[src/rtl/pipeline_pkg.sv]
// Shared types and constants for the pipeline control slice.
package pipeline_pkg;

  localparam int unsigned REG_ADDR_W = 5;
  localparam logic [REG_ADDR_W-1:0] REG_ZERO = 5'd0;

  typedef enum logic [0:0] {
    RUN     = 1'b0,
    MD_BUSY = 1'b1
  } state_t;

endpackage

[src/rtl/hazard_load_use_cmp.sv]
// Combinational load-use compare between a load in EX and the sources of the ID instruction.
module hazard_load_use_cmp
  import pipeline_pkg::*;
(
  input  logic                  mem_read,
  input  logic [REG_ADDR_W-1:0] load_rd,
  input  logic [REG_ADDR_W-1:0] src_rs,
  input  logic [REG_ADDR_W-1:0] src_rt,
  input  logic                  uses_rt,
  output logic                  hazard
);

  // $zero is never a real dependency.
  assign hazard = mem_read && (load_rd != REG_ZERO) &&
                  ((load_rd == src_rs) || (uses_rt && (load_rd == src_rt)));

endmodule

[src/rtl/pipeline_hazard_ctrl.sv]
// Pipeline register enable/flush sequencing: load-use stall, EX redirect squash, mul/div freeze.
// Optional HAZARD_PERF_CNT_EN adds saturating stall_cycles / flush_events counters.
module pipeline_hazard_ctrl
  import pipeline_pkg::*;
#(
  parameter int unsigned MD_LATENCY = 4,
  parameter int unsigned CNT_W      = 32
) (
  input  logic                  clk,
  input  logic                  reset,
  input  logic [REG_ADDR_W-1:0] id_rs,
  input  logic [REG_ADDR_W-1:0] id_rt,
  input  logic                  id_uses_rt,
  input  logic                  ex_mem_read,
  input  logic [REG_ADDR_W-1:0] ex_rt,
  input  logic                  ex_redirect,
  input  logic                  ex_md_start,
  input  logic                  ext_stall,
  output logic                  pc_enable,
  output logic                  if_id_enable,
  output logic                  if_id_flush,
  output logic                  id_ex_enable,
  output logic                  id_ex_flush,
  output logic                  ex_mem_enable,
  output logic                  ex_mem_flush,
`ifdef HAZARD_PERF_CNT_EN
  output logic [CNT_W-1:0]      stall_cycles,
  output logic [CNT_W-1:0]      flush_events,
`endif
  output logic                  md_busy
);

  localparam int unsigned MDC_W = (MD_LATENCY > 2) ? $clog2(MD_LATENCY) : 1;

  if (MD_LATENCY < 2) begin : g_bad_latency
    $error("MD_LATENCY must be at least 2");
  end
  if (CNT_W < 1) begin : g_bad_cnt_w
    $error("CNT_W must be at least 1");
  end

  state_t           state, state_nx;
  logic [MDC_W-1:0] md_cnt, md_cnt_nx;
  logic             lu;

  hazard_load_use_cmp u_lu_cmp (
    .mem_read (ex_mem_read),
    .load_rd  (ex_rt),
    .src_rs   (id_rs),
    .src_rt   (id_rt),
    .uses_rt  (id_uses_rt),
    .hazard   (lu)
  );

  always_comb begin
    pc_enable     = 1'b1;
    if_id_enable  = 1'b1;
    if_id_flush   = 1'b0;
    id_ex_enable  = 1'b1;
    id_ex_flush   = 1'b0;
    ex_mem_enable = 1'b1;
    ex_mem_flush  = 1'b0;
    state_nx      = state;
    md_cnt_nx     = md_cnt;
    unique case (state)
      RUN: begin
        if (ext_stall) begin
          pc_enable     = 1'b0;
          if_id_enable  = 1'b0;
          id_ex_enable  = 1'b0;
          ex_mem_enable = 1'b0;
        end else if (ex_redirect) begin
          if_id_flush = 1'b1;
          id_ex_flush = 1'b1;
        end else if (ex_md_start) begin
          pc_enable    = 1'b0;
          if_id_enable = 1'b0;
          id_ex_enable = 1'b0;
          ex_mem_flush = 1'b1;
          state_nx     = MD_BUSY;
          md_cnt_nx    = MDC_W'(MD_LATENCY - 2);
        end else if (lu) begin
          pc_enable    = 1'b0;
          if_id_enable = 1'b0;
          id_ex_flush  = 1'b1;
        end
      end
      MD_BUSY: begin
        if (md_cnt != '0) begin
          // The unit keeps counting through an external stall.
          md_cnt_nx    = md_cnt - MDC_W'(1);
          pc_enable    = 1'b0;
          if_id_enable = 1'b0;
          id_ex_enable = 1'b0;
          if (ext_stall) begin
            ex_mem_enable = 1'b0;
          end else begin
            ex_mem_flush = 1'b1;
          end
        end else if (ext_stall) begin
          pc_enable     = 1'b0;
          if_id_enable  = 1'b0;
          id_ex_enable  = 1'b0;
          ex_mem_enable = 1'b0;
        end else begin
          state_nx = RUN;
        end
      end
      default: state_nx = RUN;
    endcase
  end

  // md_busy marks the counting cycles only; the release cycle at md_cnt 0 is not busy.
  always_ff @(posedge clk or negedge reset) begin
    if (!reset) begin
      state   <= RUN;
      md_cnt  <= '0;
      md_busy <= 1'b0;
    end else begin
      state   <= state_nx;
      md_cnt  <= md_cnt_nx;
      md_busy <= (state_nx == MD_BUSY) && (md_cnt_nx != '0);
    end
  end

`ifdef HAZARD_PERF_CNT_EN
  always_ff @(posedge clk or negedge reset) begin
    if (!reset) begin
      stall_cycles <= '0;
      flush_events <= '0;
    end else begin
      if (!pc_enable && (stall_cycles != '1)) stall_cycles <= stall_cycles + CNT_W'(1);
      if (if_id_flush && (flush_events != '1)) flush_events <= flush_events + CNT_W'(1);
    end
  end
`endif

endmodule
[config.mk]
export PLATFORM = sky130hd
export DESIGN_NAME = pipeline_hazard_ctrl
export DESIGN_NICKNAME = d
export VERILOG_FILES = /design/src/rtl/pipeline_pkg.sv /design/src/rtl/hazard_load_use_cmp.sv /design/src/rtl/pipeline_hazard_ctrl.sv
export SDC_FILE = /design/constraint.sdc
export NUM_CORES = 1
export LEC_CHECK = 0
export ABC_AREA = 0
export CORE_AREA = 10 10 47 49
export DETAILED_ROUTE_END_ITERATION = 16
export DIE_AREA = 0 0 57 59
export PLACE_DENSITY = 0.8
export SLEW_MARGIN = 5
export SYNTH_ARGS = -nofsm -noshare
export SYNTH_HDL_FRONTEND = slang
export SYNTH_SLANG_ARGS = --single-unit
[constraint.sdc]
create_clock -name clk -period 4.75 [get_ports clk]
set_clock_uncertainty 0.15 [all_clocks]
set_input_delay 0.95 -clock clk [delete_from_list [all_inputs] [get_ports clk]]
set_output_delay 0.95 -clock clk [all_outputs]
set_load 0.01 [all_outputs]
==> metrics.txt, run 1 <==
# TYPE chip_impl_metric gauge
chip_impl_metric{name="floorplan.initialDensity",unit=""} 0.254
chip_impl_info{name="crit_path_cell_trace",value="clkdlybuf4s50_1, xor2_1, nor4_2, a32oi_1, o41a_1, clkdlybuf4s50_1"} 1
chip_impl_metric{name="data_required_time_at_the_worst_endpoint",unit="ps"} 3650
chip_impl_metric{name="synth.cell_area",unit="um2"} 357
chip_impl_metric{name="setup_violations",unit=""} 0
chip_impl_info{name="cpLargestDelayFamily",value="buffers and inverters"} 1
chip_impl_metric{name="slew_at_the_pin_with_the_worst_max_slew_slack",unit="ps"} 379
chip_impl_info{name="worstReg2RegStart",value="state$_DFF_PN0_"} 1
chip_impl_metric{name="via_count_of_the_first_global_routing_pass",unit=""} 454
chip_impl_metric{name="timing.critical_path.fanout_max",unit=""} 3
chip_impl_info{name="rr_endpoint",value="state$_DFF_PN0_"} 1
chip_impl_info{name="synth_top_cells_by_area",value="sky130_fd_sc_hd__dfrtp_1 (28%), sky130_fd_sc_hd__xor2_1 (22%), sky130_fd_sc_hd__nor2_1 (6.3%)"} 1
chip_impl_info{name="rsz0062_at_grt",value="false"} 1
chip_impl_metric{name="gpl.final_weighted_congestion",unit=""} 0.685
chip_impl_metric{name="finalWorstPathRequiredPeriod",unit="ps"} 4000
chip_impl_info{name="crit_path_frequent_cell",value="sky130_fd_sc_hd__clkdlybuf4s50_1"} 1
chip_impl_info{name="setup.worst_path.start_class",value="primary input"} 1
chip_impl_metric{name="die_y",unit="um"} 59
chip_impl_info{name="min_path_type",value="reg -> reg"} 1
chip_impl_metric{name="drtAntennaViolNets",unit=""} 0
chip_impl_metric{name="drtIter0Drc",unit=""} 9
chip_impl_metric{name="cts.repair_timing.setup_buffer_count",unit=""} 0
chip_impl_metric{name="final.period_utilization",unit=""} 0.841
chip_impl_metric{name="syn-mean-instance-area",unit="um2"} 8.49
chip_impl_metric{name="synth_seq_area_share",unit=""} 0.281
chip_impl_metric{name="post_synth_inst_count",unit=""} 42
chip_impl_metric{name="cts_buffer_depth",unit=""} 2
chip_impl_metric{name="post_synth_num_cell_types",unit=""} 20
chip_impl_metric{name="via_count",unit=""} 431
chip_impl_metric{name="grt_pass1_wl",unit="um"} 1810
chip_impl_info{name="status",value="finished clean"} 1
chip_impl_info{name="timing_worst_setup_path_type",value="in -> out"} 1
chip_impl_metric{name="critical_path.max_stage_delay",unit="ps"} 490
chip_impl_info{name="synth_top_area_cell",value="sky130_fd_sc_hd__dfrtp_1"} 1
chip_impl_metric{name="cts_num_sinks",unit=""} 4
chip_impl_metric{name="drt-total-wl",unit="um"} 1100
chip_impl_metric{name="tritoncts.num_buffers",unit=""} 3
chip_impl_metric{name="regToRegSetupSlack",unit="ps"} 3570
chip_impl_metric{name="rows",unit=""} 14
chip_impl_metric{name="timing_max_transition_violations_final",unit=""} 0
chip_impl_info{name="critical_path.endpoint_type",value="output port"} 1
chip_impl_metric{name="total_global_route_track_usage",unit=""} 0.0664
chip_impl_metric{name="post_layout_util",unit=""} 0.487
chip_impl_metric{name="postLayoutCellArea",unit="um2"} 682
chip_impl_metric{name="cp.buffers_inverters",unit=""} 2
chip_impl_metric{name="antenna-diode-count",unit=""} 0
chip_impl_metric{name="timing.critical_path.arrival",unit="ps"} 2900
chip_impl_metric{name="dieArea",unit="mm2"} 0.00336
chip_impl_metric{name="final-hold-violation-count",unit=""} 0
chip_impl_metric{name="post_cts_resize_count",unit=""} 0
chip_impl_metric{name="ir_worst_vdd",unit="mV"} 0.142
chip_impl_metric{name="maxCapViolCount",unit=""} 0
chip_impl_metric{name="power.static_leakage",unit="nW"} 0.279
chip_impl_metric{name="port_buffers",unit=""} 29
chip_impl_metric{name="ioPinCount",unit=""} 30
chip_impl_metric{name="grt_start_max_net_pins",unit=""} 9
chip_impl_metric{name="core_region_area",unit="mm2"} 0.00140
chip_impl_info{name="tritoncts",value="done"} 1
chip_impl_metric{name="clock.fmax",unit="MHz"} 250
chip_impl_metric{name="worstRegToRegCells",unit=""} 3
chip_impl_metric{name="drive_above_1_share",unit=""} 0.0548
chip_impl_metric{name="fin_nets",unit=""} 97
chip_impl_metric{name="vias_per_cell",unit=""} 4.84
chip_impl_metric{name="yosys.area.top_type_share",unit=""} 0.281
chip_impl_metric{name="area_growth",unit="%"} 91.2
chip_impl_metric{name="postCtsHoldBufs",unit=""} 0
chip_impl_metric{name="synthesis.nets",unit=""} 64
chip_impl_metric{name="grt_antenna_before_repair",unit=""} 0
chip_impl_info{name="slowest_stage",value="sky130_fd_sc_hd__clkdlybuf4s50_1"} 1
chip_impl_metric{name="max_transition_margin",unit=""} 0.745
chip_impl_metric{name="yosys_reg_bits",unit=""} 4
chip_impl_metric{name="final_hold_slack",unit="ps"} 397
chip_impl_metric{name="overflow",unit=""} 0
chip_impl_metric{name="worst_skew_pair.late_latency",unit="ps"} 230
chip_impl_metric{name="synthesis.yosys.warnings",unit=""} 0
chip_impl_metric{name="post_drt_wl_per_cell",unit="um"} 12.3
chip_impl_metric{name="cts.reportedPaths.clkPinSlew",unit="ps"} 30
chip_impl_metric{name="detail_route.drc_violations",unit=""} 0
chip_impl_metric{name="dpl.hpwl",unit="um"} 1030
chip_impl_metric{name="drt_first_pass_iters",unit=""} 4
chip_impl_info{name="worst_hold_startpoint",value="md_cnt[0]$_DFF_PN0_"} 1
chip_impl_metric{name="power.density_cell_area",unit="mW/mm2"} 296
chip_impl_metric{name="place_area",unit="um2"} 659
chip_impl_metric{name="htree_num_levels",unit=""} 1
chip_impl_metric{name="chipWidth",unit="um"} 57
chip_impl_metric{name="setup_total_negative_slack",unit="ps"} 0
chip_impl_info{name="root_buffer",value="sky130_fd_sc_hd__clkbuf_4"} 1
chip_impl_info{name="timing.hold.worst_endpoint",value="md_cnt[0]$_DFF_PN0_"} 1
chip_impl_metric{name="cells_on_worst_hold_path",unit=""} 1
chip_impl_metric{name="totalPowerFinal",unit="mW"} 0.202
-- cell usage in the layout, fill, tap and decap left out, types with 2 or more instances in the layout --
master / n
sky130_fd_sc_hd__clkbuf_4: 3
sky130_fd_sc_hd__clkdlybuf4s50_1: 29
sky130_fd_sc_hd__dfrtp_1: 4
sky130_fd_sc_hd__inv_1: 2
sky130_fd_sc_hd__nor2_1: 6
sky130_fd_sc_hd__o21ai_0: 4
sky130_fd_sc_hd__o31ai_1: 2
sky130_fd_sc_hd__or4_1: 2
sky130_fd_sc_hd__xor2_1: 9
-- worst max path at each step --
stage,from,end,slack [ps],depth (start not counted)
detailed placement,ex_rt[3],if_id_enable,740,6
CTS,ex_rt[3],if_id_enable,740,6
finish,ex_rt[3],if_id_enable,750,6
floorplan,ex_rt[3],pc_enable,1570,5
global placement,ex_rt[3],if_id_enable,760,6
global route,ex_rt[3],if_id_enable,610,6
-- cells by family after synthesis --
group | after synthesis | synth area share
xor gates and xnor gates | 10 | 0.246
and+or+nand+nor | 15 | 0.235
DFF | 4 | 0.281
buffers and inverters | 3 | 0.0421
AOI/OAI and AO/OA | 10 | 0.196
-- report_power, final --
group          total, mW  leakage, nW  internal [mW]  switching, mW
clock             0.0411       0.0138         0.0282         0.0129
combinational      0.100        0.213         0.0593         0.0409
sequential        0.0606       0.0522         0.0467         0.0139
total              0.202        0.279          0.134         0.0677
-- cell usage after synthesis --
cell,instances
sky130_fd_sc_hd__o21bai_1,1
sky130_fd_sc_hd__o21ai_0,4
sky130_fd_sc_hd__or4_1,2
sky130_fd_sc_hd__dfrtp_1,4
sky130_fd_sc_hd__and3_1,1
sky130_fd_sc_hd__nor3_1,1
sky130_fd_sc_hd__nand2_1,1
sky130_fd_sc_hd__buf_4,1
sky130_fd_sc_hd__xor2_1,9
sky130_fd_sc_hd__xnor2_1,1
sky130_fd_sc_hd__o41a_1,1
sky130_fd_sc_hd__and2_1,1
sky130_fd_sc_hd__a21o_1,1
sky130_fd_sc_hd__inv_1,2
sky130_fd_sc_hd__nor4_2,1
sky130_fd_sc_hd__nand2b_1,1
sky130_fd_sc_hd__nor4_1,1
sky130_fd_sc_hd__o31ai_1,2
sky130_fd_sc_hd__a32oi_1,1
sky130_fd_sc_hd__nor2_1,6
-- flip-flops by register name, indices dropped and copies added, names as in the netlist --
signal and flops:
md_busy 1, state 1, md_cnt 2
-- worst register-to-register path: stages (launching register included) --
cell and delay (ps):
sky130_fd_sc_hd__dfrtp_1 440, sky130_fd_sc_hd__inv_1 100, sky130_fd_sc_hd__nor4_1 300, sky130_fd_sc_hd__nor2_1 70
-- layer usage --
metal	global-route usage	vias up	wire length, um
met5	0	-	0
met3	0.0687	0	188
met4	0.0201	0	0
li1	-	212	-
met1	0.0517	193	435
met2	0.112	26	474
-- per-stage QoR --
stage                     setup WS [ps]  std cells
after CTS                           740         89
after global placement              757         86
final                               754         89
after detailed placement            743         86
after floorplan                    1570         42
after global routing                614         89
-- layout make-up --
type	count	area, um2
fillers	155	719
inverters	2	7.51
well taps	16	20.0
repair buffers	29	290
multi-input cells	35	241
clock buffers	3	22.5
flip-flops and latches	4	100
Note: power is estimated with default switching activity, not from simulation.
==> run 2, diff against run 1 <==
- CORE_AREA: 10 10 47 49 -> default
- CORE_MARGIN: default -> 10
- CORE_UTILIZATION: default -> 27
- DIE_AREA: 0 0 57 59 -> default
- PLACE_DENSITY: 0.8 -> 0.83
- clock period: 4.75 -> 3.4 ns (I/O delays scaled with it)
==> run 2 against run 1 <==
Critical path depth stayed put; largest power group unchanged; via count is 0.93% higher; flip-flop and latch count stayed put; cell area is 4.8% higher; critical path type unchanged; routed wire length is 15% higher; critical endpoint unchanged.
==> metrics.txt, run 2 (synthesis gave the netlist of run 1 again) <==
# TYPE chip_impl_metric gauge
chip_impl_metric{name="grt_antenna_before_repair",unit=""} 0
chip_impl_info{name="tritoncts",value="done"} 1
chip_impl_metric{name="core_region_area",unit="mm2"} 0.00127
chip_impl_info{name="reg_top3",value="md_cnt (2), md_busy (1), state (1)"} 1
chip_impl_metric{name="groute.layer.met1.usage",unit=""} 0.0900
chip_impl_metric{name="clock.fmax",unit="MHz"} 302
chip_impl_metric{name="via_count_of_the_first_global_routing_pass",unit=""} 523
chip_impl_metric{name="via_count",unit=""} 435
chip_impl_metric{name="drt-total-wl",unit="um"} 1270
chip_impl_info{name="registers.top_by_ff_count",value="md_cnt"} 1
chip_impl_metric{name="maxCapViolCount",unit=""} 0
chip_impl_metric{name="ir_worst_vdd",unit="mV"} 0.170
chip_impl_metric{name="die_y",unit="um"} 56.3
chip_impl_metric{name="tritoncts.num_buffers",unit=""} 3
chip_impl_metric{name="max_transition_margin",unit=""} 0.741
chip_impl_metric{name="postCtsHoldBufs",unit=""} 0
chip_impl_metric{name="detail_route.drc_violations",unit=""} 0
chip_impl_metric{name="fin_nets",unit=""} 102
chip_impl_metric{name="htree_num_levels",unit=""} 1
chip_impl_metric{name="grt_start_max_net_pins",unit=""} 9
chip_impl_metric{name="rows",unit=""} 13
chip_impl_metric{name="power.density_cell_area",unit="mW/mm2"} 398
chip_impl_metric{name="dpl.hpwl",unit="um"} 1130
chip_impl_metric{name="cts_num_sinks",unit=""} 4
chip_impl_metric{name="finalWorstPathRequiredPeriod",unit="ps"} 3310
chip_impl_metric{name="cts.reportedPaths.clkPinSlew",unit="ps"} 30
chip_impl_metric{name="drive_above_1_share",unit=""} 0.115
chip_impl_metric{name="antenna-diode-count",unit=""} 0
chip_impl_info{name="setup.worst_path.start_class",value="primary input"} 1
chip_impl_metric{name="chipWidth",unit="um"} 56.3
chip_impl_metric{name="timing.critical_path.arrival",unit="ps"} 2480
chip_impl_info{name="rsz0062_at_grt",value="false"} 1
chip_impl_metric{name="dieArea",unit="mm2"} 0.00317
chip_impl_metric{name="final_hold_slack",unit="ps"} 415
chip_impl_metric{name="timing.critical_path.fanout_max",unit=""} 3
chip_impl_info{name="final_cell_mix",value="sky130_fd_sc_hd__clkdlybuf4s50_1 (26), sky130_fd_sc_hd__xor2_1 (9), sky130_fd_sc_hd__nor2_1 (6)"} 1
chip_impl_metric{name="drtAntennaViolNets",unit=""} 0
chip_impl_metric{name="final-hold-violation-count",unit=""} 0
chip_impl_metric{name="cts_buffer_depth",unit=""} 2
chip_impl_metric{name="grt_util_met3",unit=""} 0.0719
chip_impl_metric{name="overflow",unit=""} 0
chip_impl_metric{name="area_growth",unit="%"} 100
chip_impl_metric{name="floorplan.initialDensity",unit=""} 0.281
chip_impl_metric{name="drt_first_pass_iters",unit=""} 4
chip_impl_metric{name="totalPowerFinal",unit="mW"} 0.284
chip_impl_metric{name="largest_register_ff_count",unit=""} 2
chip_impl_metric{name="total_global_route_track_usage",unit=""} 0.0859
chip_impl_info{name="timing_worst_setup_path_type",value="in -> out"} 1
chip_impl_metric{name="power.static_leakage",unit="nW"} 0.311
chip_impl_metric{name="drtIter0Drc",unit=""} 9
chip_impl_info{name="min_path_type",value="reg -> reg"} 1
chip_impl_info{name="status",value="finished clean"} 1
chip_impl_metric{name="timing_max_transition_violations_final",unit=""} 0
chip_impl_metric{name="setup_total_negative_slack",unit="ps"} 0
chip_impl_info{name="gr_peak_layer",value="met2"} 1
chip_impl_metric{name="cts.repair_timing.setup_buffer_count",unit=""} 0
chip_impl_info{name="root_buffer",value="sky130_fd_sc_hd__clkbuf_4"} 1
chip_impl_metric{name="grt_util_met2",unit=""} 0.119
chip_impl_metric{name="ioPinCount",unit=""} 30
chip_impl_info{name="critical_path.endpoint_type",value="output port"} 1
chip_impl_metric{name="setup_violations",unit=""} 0
chip_impl_metric{name="data_required_time_at_the_worst_endpoint",unit="ps"} 2570
chip_impl_info{name="most_common_cell_after_layout_fill_and_taps_aside",value="sky130_fd_sc_hd__clkdlybuf4s50_1"} 1
chip_impl_metric{name="slew_at_the_pin_with_the_worst_max_slew_slack",unit="ps"} 386
chip_impl_metric{name="vias_per_cell",unit=""} 4.68
chip_impl_metric{name="gpl.final_weighted_congestion",unit=""} 0.707
chip_impl_metric{name="final.period_utilization",unit=""} 0.973
chip_impl_metric{name="post_drt_wl_per_cell",unit="um"} 13.6
chip_impl_metric{name="grt_pass1_wl",unit="um"} 2270
chip_impl_metric{name="port_buffers",unit=""} 29
chip_impl_metric{name="worst_skew_pair.late_latency",unit="ps"} 230
run 2: cell types whose count changed in the layout (fill, tap and decap cells not counted):
cell                              previous run  this run
sky130_fd_sc_hd__clkdlybuf4s50_1            29        26
sky130_fd_sc_hd__dlygate4sd2_1               0         3
sky130_fd_sc_hd__buf_4                       0         5
run 2: layout make-up:
| cell class | instances | area, um2 |
|---|---|---|
| Fill cell | 121 | 554 |
| Timing Repair Buffer | 34 | 324 |
| Multi-Input combinational cell | 35 | 241 |
| Sequential cell | 4 | 100 |
| Clock buffer | 3 | 22.5 |
| Tap cell | 15 | 18.8 |
| Inverter | 2 | 7.51 |
run 2: worst paths after layout:
kind | startpoint | endpoint | slack, ps | depth (start not counted)
hold / removal | md_cnt[1]$_DFF_PN0_ | md_busy$_DFF_PN0_ | 420 | 2
max in group asynchronous | reset | md_cnt[1]$_DFF_PN0_ | 2430 | 1
setup / recovery | ex_rt[1] | if_id_enable | 90 | 6
setup reg to reg | state$_DFF_PN0_ | state$_DFF_PN0_ | 2200 | 3
hold reg to reg | md_cnt[1]$_DFF_PN0_ | md_busy$_DFF_PN0_ | 420 | 2
min in group asynchronous | reset | state$_DFF_PN0_ | 500 | 1
run 2: per-layer routing:
layer | vias up | part of all wire
li1 | 223 | -
met1 | 180 | 0.42
met2 | 32 | 0.41
met3 | 0 | 0.18
met4 | 0 | 0
met5 | - | 0
run 2: power by group:
part,switching [mW],internal [mW]
registers,0.0207,0.0653
clock network,0.0177,0.0394
logic,0.0606,0.0805
total,0.0989,0.185
run 2: repair_timing:
action                                  in CTS  in global routing
pin swaps                                    0                  2
gates cloned                                 0                  0
endpoints found under the setup margin       3                  2
gates resized for setup                      3                  0
run 2: worst max-delay path: stages:
cell                              delay [ps]
sky130_fd_sc_hd__clkdlybuf4s50_1         460
sky130_fd_sc_hd__xor2_1                  190
sky130_fd_sc_hd__nor4_2                  280
sky130_fd_sc_hd__a32oi_1                 160
sky130_fd_sc_hd__o41a_1                  410
sky130_fd_sc_hd__dlygate4sd2_1           300
run 2: through the flow:
| stage | area, um2 | setup WS, ps | utilization | std cells |
|---|---|---|---|---|
| 6_report | 714 | 93.4 | 0.563 | 93 |
| 5_1_grt | 714 | 3.28 | 0.563 | 93 |
| 4_1_cts | 714 | 62.4 | 0.563 | 93 |
| 3_5_place_dp | 696 | -135 | 0.548 | 90 |
| 3_3_place_gp | 696 | -100 | 0.548 | 90 |
| 2_1_floorplan | 357 | 763 | - | 42 |
